## src/rtl/dmem_arbiter.sv

```systemverilog
// Arbiter sharing the single-ported data memory between the load unit and the store buffer.
// Checks alignment/range at accept, holds memory controls for the full latency, and aborts on timeout.
module dmem_arbiter #(
    parameter int unsigned MEM_SIZE_BYTES = 8192,
    parameter int unsigned TAG_WIDTH      = 4,
    parameter int unsigned STARVE_LIMIT   = 4,
    parameter int unsigned TIMEOUT_CYCLES = 64
) (
    input  logic                 clk,
    input  logic                 reset_n,
    input  logic                 ld_req_valid,
    output logic                 ld_req_ready,
    input  logic [31:0]          ld_req_addr,
    input  logic                 ld_req_byte,
    input  logic                 ld_req_signed,
    input  logic [TAG_WIDTH-1:0] ld_req_tag,
    output logic                 ld_resp_valid,
    output logic [31:0]          ld_resp_data,
    output logic [TAG_WIDTH-1:0] ld_resp_tag,
    output logic                 ld_resp_err,
    input  logic                 st_req_valid,
    output logic                 st_req_ready,
    input  logic [31:0]          st_req_addr,
    input  logic [31:0]          st_req_data,
    input  logic                 st_req_byte,
    output logic                 st_resp_valid,
    output logic                 st_resp_err,
    output logic                 mem_read_enable,
    output logic                 mem_write_enable,
    output logic [31:0]          mem_read_address,
    output logic [31:0]          mem_write_address,
    output logic [31:0]          mem_write_value,
    output logic                 mem_load_byte,
    output logic                 mem_store_byte,
    input  logic [31:0]          mem_read_value,
    input  logic                 mem_read_valid,
    input  logic                 mem_write_valid,
    output logic                 timeout_err
);

    localparam int unsigned SC_W = $clog2(STARVE_LIMIT + 1);
    localparam int unsigned TO_W = $clog2(TIMEOUT_CYCLES + 1);
    localparam logic [32:0]     MEM_LIMIT  = 33'(MEM_SIZE_BYTES);
    localparam logic [SC_W-1:0] STARVE_MAX = SC_W'(STARVE_LIMIT);
    localparam logic [TO_W-1:0] TO_LAST    = TO_W'(TIMEOUT_CYCLES - 1);

    typedef enum logic [1:0] {
        IDLE    = 2'd0,
        LD_WAIT = 2'd1,
        ST_WAIT = 2'd2
    } state_t;

    state_t                 state_r;
    state_t                 state_s;
    logic [SC_W-1:0]        starve_cnt_r;
    logic [TO_W-1:0]        timeout_cnt_r;
    logic                   ld_signed_r;
    logic [TAG_WIDTH-1:0]   ld_tag_r;
    logic                   ld_grant_s;
    logic                   st_grant_s;
    logic                   ld_err_s;
    logic                   st_err_s;
    logic                   in_wait_s;
    logic                   wait_done_s;
    logic                   timeout_hit_s;

    // Address is widened to 33 bits so addr+3 cannot wrap past the range limit.
    function automatic logic access_err(input logic [31:0] addr, input logic is_byte);
        logic [32:0] addr_w;
        addr_w = {1'b0, addr};
        if (addr_w >= MEM_LIMIT) begin
            access_err = 1'b1;
        end else if (!is_byte && ((addr[1:0] != 2'b00) || ((addr_w + 33'd3) >= MEM_LIMIT))) begin
            access_err = 1'b1;
        end else begin
            access_err = 1'b0;
        end
    endfunction

    function automatic logic [31:0] fmt_load(input logic [31:0] d, input logic is_byte,
                                             input logic sgn);
        if (!is_byte) begin
            fmt_load = d;
        end else if (sgn) begin
            fmt_load = {{24{d[7]}}, d[7:0]};
        end else begin
            fmt_load = {24'd0, d[7:0]};
        end
    endfunction

    assign ld_err_s = access_err(ld_req_addr, ld_req_byte);
    assign st_err_s = access_err(st_req_addr, st_req_byte);

    assign in_wait_s     = (state_r == LD_WAIT) || (state_r == ST_WAIT);
    assign wait_done_s   = ((state_r == LD_WAIT) && mem_read_valid) ||
                           ((state_r == ST_WAIT) && mem_write_valid);
    assign timeout_hit_s = in_wait_s && !wait_done_s && (timeout_cnt_r == TO_LAST);

    // Enables drop the same cycle the memory answers so its latency counter is not re-armed.
    assign mem_read_enable  = (state_r == LD_WAIT) && !mem_read_valid;
    assign mem_write_enable = (state_r == ST_WAIT) && !mem_write_valid;

    assign ld_req_ready = ld_grant_s;
    assign st_req_ready = st_grant_s;

    // Grant selection: loads win unless the pending store has been starved long enough.
    always_comb begin
        ld_grant_s = 1'b0;
        st_grant_s = 1'b0;
        if ((state_r == IDLE) && reset_n) begin
            if (ld_req_valid && !(st_req_valid && (starve_cnt_r == STARVE_MAX))) begin
                ld_grant_s = 1'b1;
            end else if (st_req_valid) begin
                st_grant_s = 1'b1;
            end else begin
                ld_grant_s = 1'b0;
                st_grant_s = 1'b0;
            end
        end else begin
            ld_grant_s = 1'b0;
            st_grant_s = 1'b0;
        end
    end

    // Next-state logic; errored requests are answered without leaving IDLE.
    always_comb begin
        state_s = state_r;
        case (state_r)
            IDLE: begin
                if (ld_grant_s && !ld_err_s) begin
                    state_s = LD_WAIT;
                end else if (st_grant_s && !st_err_s) begin
                    state_s = ST_WAIT;
                end else begin
                    state_s = IDLE;
                end
            end
            LD_WAIT: begin
                if (mem_read_valid || timeout_hit_s) begin
                    state_s = IDLE;
                end else begin
                    state_s = LD_WAIT;
                end
            end
            ST_WAIT: begin
                if (mem_write_valid || timeout_hit_s) begin
                    state_s = IDLE;
                end else begin
                    state_s = ST_WAIT;
                end
            end
            default: state_s = IDLE;
        endcase
    end

    // State register, starvation and timeout counters.
    always_ff @(posedge clk or negedge reset_n) begin
        if (!reset_n) begin
            state_r       <= IDLE;
            starve_cnt_r  <= '0;
            timeout_cnt_r <= '0;
            timeout_err   <= 1'b0;
        end else begin
            state_r <= state_s;
            if (!st_req_valid || st_grant_s) begin
                starve_cnt_r <= '0;
            end else if (ld_grant_s) begin
                starve_cnt_r <= starve_cnt_r + SC_W'(1);
            end else begin
                starve_cnt_r <= starve_cnt_r;
            end
            if (in_wait_s && !wait_done_s && !timeout_hit_s) begin
                timeout_cnt_r <= timeout_cnt_r + TO_W'(1);
            end else begin
                timeout_cnt_r <= '0;
            end
            if (timeout_hit_s) begin
                timeout_err <= 1'b1;
            end else begin
                timeout_err <= timeout_err;
            end
        end
    end

    // Memory-side request registers, loaded only on an error-free grant.
    always_ff @(posedge clk or negedge reset_n) begin
        if (!reset_n) begin
            mem_read_address  <= 32'd0;
            mem_load_byte     <= 1'b0;
            ld_signed_r       <= 1'b0;
            ld_tag_r          <= '0;
            mem_write_address <= 32'd0;
            mem_write_value   <= 32'd0;
            mem_store_byte    <= 1'b0;
        end else begin
            if (ld_grant_s && !ld_err_s) begin
                mem_read_address <= ld_req_addr;
                mem_load_byte    <= ld_req_byte;
                ld_signed_r      <= ld_req_signed;
                ld_tag_r         <= ld_req_tag;
            end else begin
                mem_read_address <= mem_read_address;
            end
            if (st_grant_s && !st_err_s) begin
                mem_write_address <= st_req_addr;
                mem_write_value   <= st_req_data;
                mem_store_byte    <= st_req_byte;
            end else begin
                mem_write_address <= mem_write_address;
            end
        end
    end

    // Response pulses; data, tag and err are only meaningful while the pulse is high.
    always_ff @(posedge clk or negedge reset_n) begin
        if (!reset_n) begin
            ld_resp_valid <= 1'b0;
            ld_resp_data  <= 32'd0;
            ld_resp_tag   <= '0;
            ld_resp_err   <= 1'b0;
            st_resp_valid <= 1'b0;
            st_resp_err   <= 1'b0;
        end else begin
            ld_resp_valid <= 1'b0;
            ld_resp_data  <= 32'd0;
            ld_resp_tag   <= '0;
            ld_resp_err   <= 1'b0;
            st_resp_valid <= 1'b0;
            st_resp_err   <= 1'b0;
            case (state_r)
                IDLE: begin
                    if (ld_grant_s && ld_err_s) begin
                        ld_resp_valid <= 1'b1;
                        ld_resp_err   <= 1'b1;
                        ld_resp_tag   <= ld_req_tag;
                    end else if (st_grant_s && st_err_s) begin
                        st_resp_valid <= 1'b1;
                        st_resp_err   <= 1'b1;
                    end else begin
                        ld_resp_valid <= 1'b0;
                    end
                end
                LD_WAIT: begin
                    if (mem_read_valid) begin
                        ld_resp_valid <= 1'b1;
                        ld_resp_data  <= fmt_load(mem_read_value, mem_load_byte, ld_signed_r);
                        ld_resp_tag   <= ld_tag_r;
                    end else if (timeout_hit_s) begin
                        ld_resp_valid <= 1'b1;
                        ld_resp_err   <= 1'b1;
                        ld_resp_tag   <= ld_tag_r;
                    end else begin
                        ld_resp_valid <= 1'b0;
                    end
                end
                ST_WAIT: begin
                    if (mem_write_valid) begin
                        st_resp_valid <= 1'b1;
                    end else if (timeout_hit_s) begin
                        st_resp_valid <= 1'b1;
                        st_resp_err   <= 1'b1;
                    end else begin
                        st_resp_valid <= 1'b0;
                    end
                end
                default: ld_resp_valid <= 1'b0;
            endcase
        end
    end

endmodule
```

## config.mk

```make
export PLATFORM = sky130hd
export DESIGN_NAME = dmem_arbiter
export DESIGN_NICKNAME = d
export VERILOG_FILES = /design/src/rtl/dmem_arbiter.sv
export SDC_FILE = /design/constraint.sdc
export NUM_CORES = 1
export LEC_CHECK = 0
export ABC_AREA = 1
export CAP_MARGIN = 0
export CORE_ASPECT_RATIO = 1.4
export CORE_MARGIN = 2
export CORE_UTILIZATION = 60
export DETAILED_ROUTE_END_ITERATION = 8
export DONT_BUFFER_PORTS = 1
export GPL_TIMING_DRIVEN = 1
export MAX_ROUTING_LAYER = met4
export PLACE_DENSITY = 0.75
export SLEW_MARGIN = 5
export SYNTH_ARGS = -nofsm -noshare
export SYNTH_HDL_FRONTEND = slang
export SYNTH_SLANG_ARGS = --single-unit
```

## constraint.sdc

```tcl
create_clock -name clk -period 4.35 [get_ports clk]
set_clock_uncertainty 0.15 [all_clocks]
set_input_delay 0.87 -clock clk [delete_from_list [all_inputs] [get_ports clk]]
set_output_delay 0.87 -clock clk [all_outputs]
set_load 0.02 [all_outputs]
```

==> out/results.ini, run 1 <==
[status]
run_status=finished clean

[power_and_ir_drop]
power_switching_share_pct=25.2
pwr-share-comb_pct=4.7
cell_internal_pwr_mw=2.28
sequential_group_share_of_total_power_pct=48.0
total_power_mw=3.05
static-leakage-power_nw=4.66
clock_power_share_pct=47.4
peakVddDrop_uv=270
power.density_nw_per_um2=361
netSwitchingPower_mw=0.767

[setup_path]
worst_path_largest_cell_delay_ns=0.40
cp_max_stage_cell=sky130_fd_sc_hd__nand3_2
start_kind=primary input
worstPathArrival_ns=3.31
rrSetupSlack_ns=1.80
rr_startpoint=state_r[1]
worst-endpoint-required_ns=4.50
critical_path_class=primary input to flop
timing.critical_path.fanout_max=22
r2r_end=ld_resp_tag[2]
endpoint_type_of_the_worst_setup_path=flop
crit_path_frequent_cell=sky130_fd_sc_hd__nand2_1
r2r_cells=9
critical_path_cell_list=nor2_1 -> nor2_1 -> nand2_1 -> nor2_4 -> nand3_2 -> nand2_1 -> nand2_1 -> nor2_1 -> nand2_1 -> nor2_1 -> nand2_1 -> nand2_2 -> nand3_2 -> buf_4 -> nand2_1 -> nand2_1

[synth]
synth_fa_ha_area_share_pct=1.13
mappedNetlistNets=1169
synth_area_per_cell_um2=7.58
synth.area.top_cells=sky130_fd_sc_hd__dfrtp_1, sky130_fd_sc_hd__nand2_1, sky130_fd_sc_hd__nor2_1
ys_ff_latch=156
synth_largest_type_area_fraction_pct=50.5
ys.warnings.count=0
synthesis.area_um2=7740
synth_async_sr_flop_share_pct=100
synth_xor_xnor_area_share_pct=0.566
synth_cells=1021
dominantRegCellSynth=sky130_fd_sc_hd__dfrtp_1
post-synth-top-area-cell=sky130_fd_sc_hd__dfrtp_1
synth_cell_type_count=29
synth_edf_count=0
synth_compound_gate_area_share_pct=1.50
synth_top_family_by_area=simple AND/OR/NAND/NOR gates
synthMuxAreaShare_pct=0
synth_seq_area_share_pct=50.5
synth-simple-area-share_pct=38.8

[clocking]
tritoncts=yes
cts-buffers-inserted=17
ctsHtreeMaxLevel=4
max-clock-path-buffers=2
cts_repair_resize_count=0
clk_transition_reported_paths_ns=0.06
clk_latency_ns=0.41
cts_num_sinks=156
cts.root.buffer_cell=sky130_fd_sc_hd__clkbuf_16
cts_post_setup_buffers_inserted=0
cts_hold_buf=2

[flow_run]
drv.max_cap_violation_count=0

[finish]
post_route_cells_drive_above_1_share_pct=5.66
num-nets-final=1160
final_cell_mix=sky130_fd_sc_hd__nand2_1, sky130_fd_sc_hd__nor2_1, sky130_fd_sc_hd__dfrtp_1
num_antenna_cells=0
mostFrequentLayoutCell=sky130_fd_sc_hd__nand2_1
synthToLayoutAreaGrowth_pct=9.20

[sta]
hold_violations=0
rsz0062_at_grt=false
final-setup-viol-count=0
final_worst_path_period_share_pct=72.6
final-max-slew-violation-count=0
max_clock_freq_ghz=0.317
period_needed_ns=3.16
tightestPinTransition_ns=0.965
timing.slew.headroom_pct=35.7
setup_tns_ns=0

[global_routing]
global_route.usage.total_pct=29.2
wire_length_of_the_first_global_routing_pass_um=31300
grt_antenna_before_repair=0
global_route.overflow_total=0
grt_start_max_net_pins=126
grt_pass1_vias=6315

[drt]
num_vias=6571
drt_iter0_drc=285
drt-pass1-iter-count=5
postRouteAntennaNets=0
met2RoutedLength_um=10300
drt-met1-wl_um=7160
met3WireLength_um=1450
drcViolationCount=0
via_per_inst=5.58
detail_route.wl_per_cell_um=16.5
maxUsedRoutingLayer=met4
wirelength_um=19400

[placed_design]
globalplace.congestion=0.952
placement.io_buffers=0
dpl.hpwl_um=14100

[floorplanning]
core_rows=49
chipWidth_um=100
die-area_um2=13800
core_area_um2=12700
ioPinCount=284
initial_core_util_pct=61.0
chipHeight_um=138

[hold_path]
holdCritPathClass=primary input to asynchronous set/reset pin

[power groups by stage]
stage               Sequential (mW)  Combinational, mW  Clock, mW
detailed placement             1.49              0.110          0
global placement               1.49              0.109          0
finish                         1.46              0.142       1.44
CTS                            1.46              0.144       1.47
floorplan                      1.49             0.0899          0
global route                   1.46              0.164       1.53
[through the flow]
stage               area (µm²)  setup slack, ns  hold WS, ns  cells  util [%]
global placement          7810            0.818        0.304   1144      61.5
detailed placement        7810            0.742        0.309   1144      61.5
CTS                       8450             1.17        0.133   1178      66.6
floorplan                 7740             1.58        0.283   1021         -
finish                    8450             1.19        0.134   1178      66.6
global route              8450            0.923        0.135   1178      66.6
[logic make-up after synthesis]
family / count (synthesis)
and+or+nand+nor: 696
AOI/OAI and AO/OA: 18
buffers and inverters: 139
DFF: 156
adders and majority gates: 7
xor gates and xnor gates: 5
[registers in the layout (all words and copies together), names as in the netlist, 2 cells and up]
name	count
timeout_cnt_r	7
ld_resp_data	32
ld_resp_tag	4
mem_read_address	32
ld_tag_r	4
state_r	2
starve_cnt_r	3
mem_write_value	32
mem_write_address	32
[cells in the mapped netlist, types with 3 or more instances]
| cell | count |
|---|---|
| sky130_fd_sc_hd__buf_6 | 5 |
| sky130_fd_sc_hd__nor4_1 | 10 |
| sky130_fd_sc_hd__nor3_1 | 4 |
| sky130_fd_sc_hd__buf_4 | 5 |
| sky130_fd_sc_hd__nor2_1 | 161 |
| sky130_fd_sc_hd__nand4_1 | 79 |
| sky130_fd_sc_hd__ha_1 | 7 |
| sky130_fd_sc_hd__o21ai_0 | 6 |
| sky130_fd_sc_hd__inv_1 | 101 |
| sky130_fd_sc_hd__nand3b_1 | 14 |
| sky130_fd_sc_hd__clkbuf_1 | 20 |
| sky130_fd_sc_hd__nand3_2 | 3 |
| sky130_fd_sc_hd__o21bai_1 | 8 |
| sky130_fd_sc_hd__nand2_1 | 377 |
| sky130_fd_sc_hd__dfrtp_1 | 156 |
| sky130_fd_sc_hd__buf_2 | 7 |
| sky130_fd_sc_hd__xor2_1 | 3 |
| sky130_fd_sc_hd__nand3_1 | 37 |
[worst max-delay path: cells and delay by family]
| kind | cells | cell delay (ns) |
|---|---|---|
| buf+inv | 1 | 0.36 |
| simple gates | 15 | 2.06 |
[worst max path at each step]
stage	start	endpoint	slack, ns
after floorplan	st_req_valid	ld_req_ready	1.58
after global placement	ld_req_addr[0]	mem_read_address[0]	0.82
after detailed placement	ld_req_addr[0]	mem_read_address[10]	0.74
after CTS	ld_req_addr[0]	mem_read_address[5]	1.17
after global routing	ld_req_addr[0]	mem_read_address[5]	0.92
final	ld_req_addr[0]	mem_read_address[1]	1.19
[cell type report]
type | instances | area, µm²
multi-input cells | 726 | 3270
clock buffers | 18 | 439
inverters | 102 | 383
well taps | 153 | 191
repair buffers | 9 | 113
clock inverters | 14 | 150
fillers | 1107 | 4240
flip-flops and latches | 156 | 3900
[layer usage]
layer  global-route usage [%]  up-vias
li1                         -     3210
met1                     32.7     3091
met2                     50.4      236
met3                     7.74       34
met4                     9.30        0
met5                        -        -
Power figures use the tool's default switching activity.
==> inputs of run 2 (changes only) <==
Settings changed: CORE_UTILIZATION 60 to 58.
Clock period 4.35 ns to 2.8 ns, I/O delays scaled along.
==> out/results.ini, run 2 (synthesis results as in run 1) <==
[drt]
drt_iter0_drc=367
drcViolationCount=0
detail_route.wl_per_cell_um=16.6
postRouteAntennaNets=0
drt-pass1-iter-count=7
via_per_inst=5.49
wirelength_um=20100
num_vias=6641

[power_and_ir_drop]
power.density_nw_per_um2=559
static-leakage-power_nw=4.70
peakVddDrop_uv=340

[finish]
num_antenna_cells=0
filler_cell_count=1087
num-nets-final=1167
mostFrequentLayoutCell=sky130_fd_sc_hd__nand2_1
post_route_cells_drive_above_1_share_pct=6.20
final_cell_mix=sky130_fd_sc_hd__nand2_1, sky130_fd_sc_hd__nor2_1, sky130_fd_sc_hd__dfrtp_1
fin_cells=1210
synthToLayoutAreaGrowth_pct=10.5

[sta]
hold_violations=156
period_needed_ns=2.43
rsz0062_at_grt=false
tightestPinTransition_ns=0.876
max_clock_freq_ghz=0.411
worst_hold_slack_ns=-0.314
final-max-slew-violation-count=0
layout_setup_ws_ns=0.367
timing.slew.headroom_pct=41.4
final-setup-viol-count=0
setup_tns_ns=0
final_worst_path_period_share_pct=86.9

[placed_design]
dpl.cell_count=1178
placement.io_buffers=0
detailedPlace.worstSlack_ns=0.0212
dpl.hpwl_um=15000
globalplace.congestion=0.982

[global_routing]
grt_antenna_before_repair=0
wire_length_of_the_first_global_routing_pass_um=32000
grt_pass1_vias=6546
grt_start_max_net_pins=158
global_route.overflow_total=0
global_route.usage.total_pct=29.2

[clocking]
cts-buffers-inserted=17
max-clock-path-buffers=2
cts_repair_resize_count=0
cts.root.buffer_cell=sky130_fd_sc_hd__clkbuf_16
cts_post_setup_buffers_inserted=0
clk_latency_ns=0.41
tritoncts=yes
clk_transition_reported_paths_ns=0.06
cts_num_sinks=156
ctsHtreeMaxLevel=4

[floorplanning]
core_area_um2=12900
die-area_um2=14300
chipHeight_um=141
ioPinCount=284
core_rows=49
initial_core_util_pct=59.8
chipWidth_um=102

[setup_path]
rrSetupSlack_ns=0.40
worstPathArrival_ns=1.72
r2r_end=ld_resp_tag[0]
critical_path.startpoint=state_r[0]
r2r_cells=9
rr_startpoint=state_r[1]
critical_path_class=flop to output pin
endpoint_type_of_the_worst_setup_path=output pin
worst-endpoint-required_ns=2.09
timing.critical_path.fanout_max=8
start_kind=flop

[hold_path]
holdCritPathClass=primary input to asynchronous set/reset pin

[status]
violated_checks=negative hold slack
run_status=finished, violations left

[flow_run]
drv.max_cap_violation_count=0

-- run 2: changes by cell type in the layout (fill, tap and decap cells not counted) --
cell                        change
sky130_fd_sc_hd__clkinv_4       +1
sky130_fd_sc_hd__buf_12         +2
sky130_fd_sc_hd__clkbuf_1       +1
sky130_fd_sc_hd__inv_6          +1
sky130_fd_sc_hd__bufinv_16      +2
sky130_fd_sc_hd__buf_16         -1
sky130_fd_sc_hd__clkinv_8       -2
sky130_fd_sc_hd__buf_4          +6
sky130_fd_sc_hd__inv_8          -2
sky130_fd_sc_hd__clkbuf_8       -1
-- run 2: where the power goes --
group | internal (mW) | total [mW] | switching [mW] | leakage (nW)
registers | 2.26 | 2.27 | 0.0107 | 2.17
clock network | 1.35 | 2.33 | 0.979 | 0.290
logic | 0.0654 | 0.180 | 0.115 | 2.24
total | 3.68 | 4.78 | 1.10 | 4.70
-- run 2: cell type report --
type                    instances  area [µm²]  area share, %
clock inverters                14         173           2.02
well taps                     178         223           2.61
repair buffers                 16         170           1.99
flip-flops and latches        156        3900           45.7
multi-input cells             726        3270           38.2
clock buffers                  18         429           5.02
inverters                     102         383           4.48
-- run 2: metal layers --
metal | share of wire, % | track usage [%] | vias to the layer above
met4 | 4.9 | 15.0 | 0
li1 | - | - | 3226
met1 | 37 | 33.2 | 3047
met3 | 8.9 | 9.07 | 70
met5 | 0 | - | -
met2 | 49 | 46.0 | 298
-- run 2: worst max-delay path, stage by stage, from the launching register on --
cell and delay (ns):
sky130_fd_sc_hd__dfrtp_1 0.40, sky130_fd_sc_hd__inv_1 0.09, sky130_fd_sc_hd__ha_1 0.15, sky130_fd_sc_hd__nand2_1 0.12
sky130_fd_sc_hd__nor2_2 0.55
-- run 2: per-stage QoR --
stage | area [µm²] | utilization, % | hold WS (ns) | power [mW]
floorplan | 7740 | - | 0.114 | 2.45
global route | 8550 | 66.1 | -0.336 | 4.95
detailed placement | 7950 | 61.4 | 0.119 | 2.49
global placement | 7950 | 61.4 | 0.117 | 2.49
CTS | 8550 | 66.1 | -0.327 | 4.82
finish | 8550 | 66.1 | -0.314 | 4.78
-- run 2: worst max path at each step --
stage / slack [ns] / to / cells after the start
finish: 0.37 / ld_req_ready / 4
global route: 0.10 / ld_resp_tag[0] / 9
CTS: 0.36 / ld_req_ready / 4
detailed placement: 0.02 / mem_read_address[26] / 16
global placement: 0.07 / mem_read_address[6] / 16
floorplan: 0.47 / mem_read_address[21] / 17
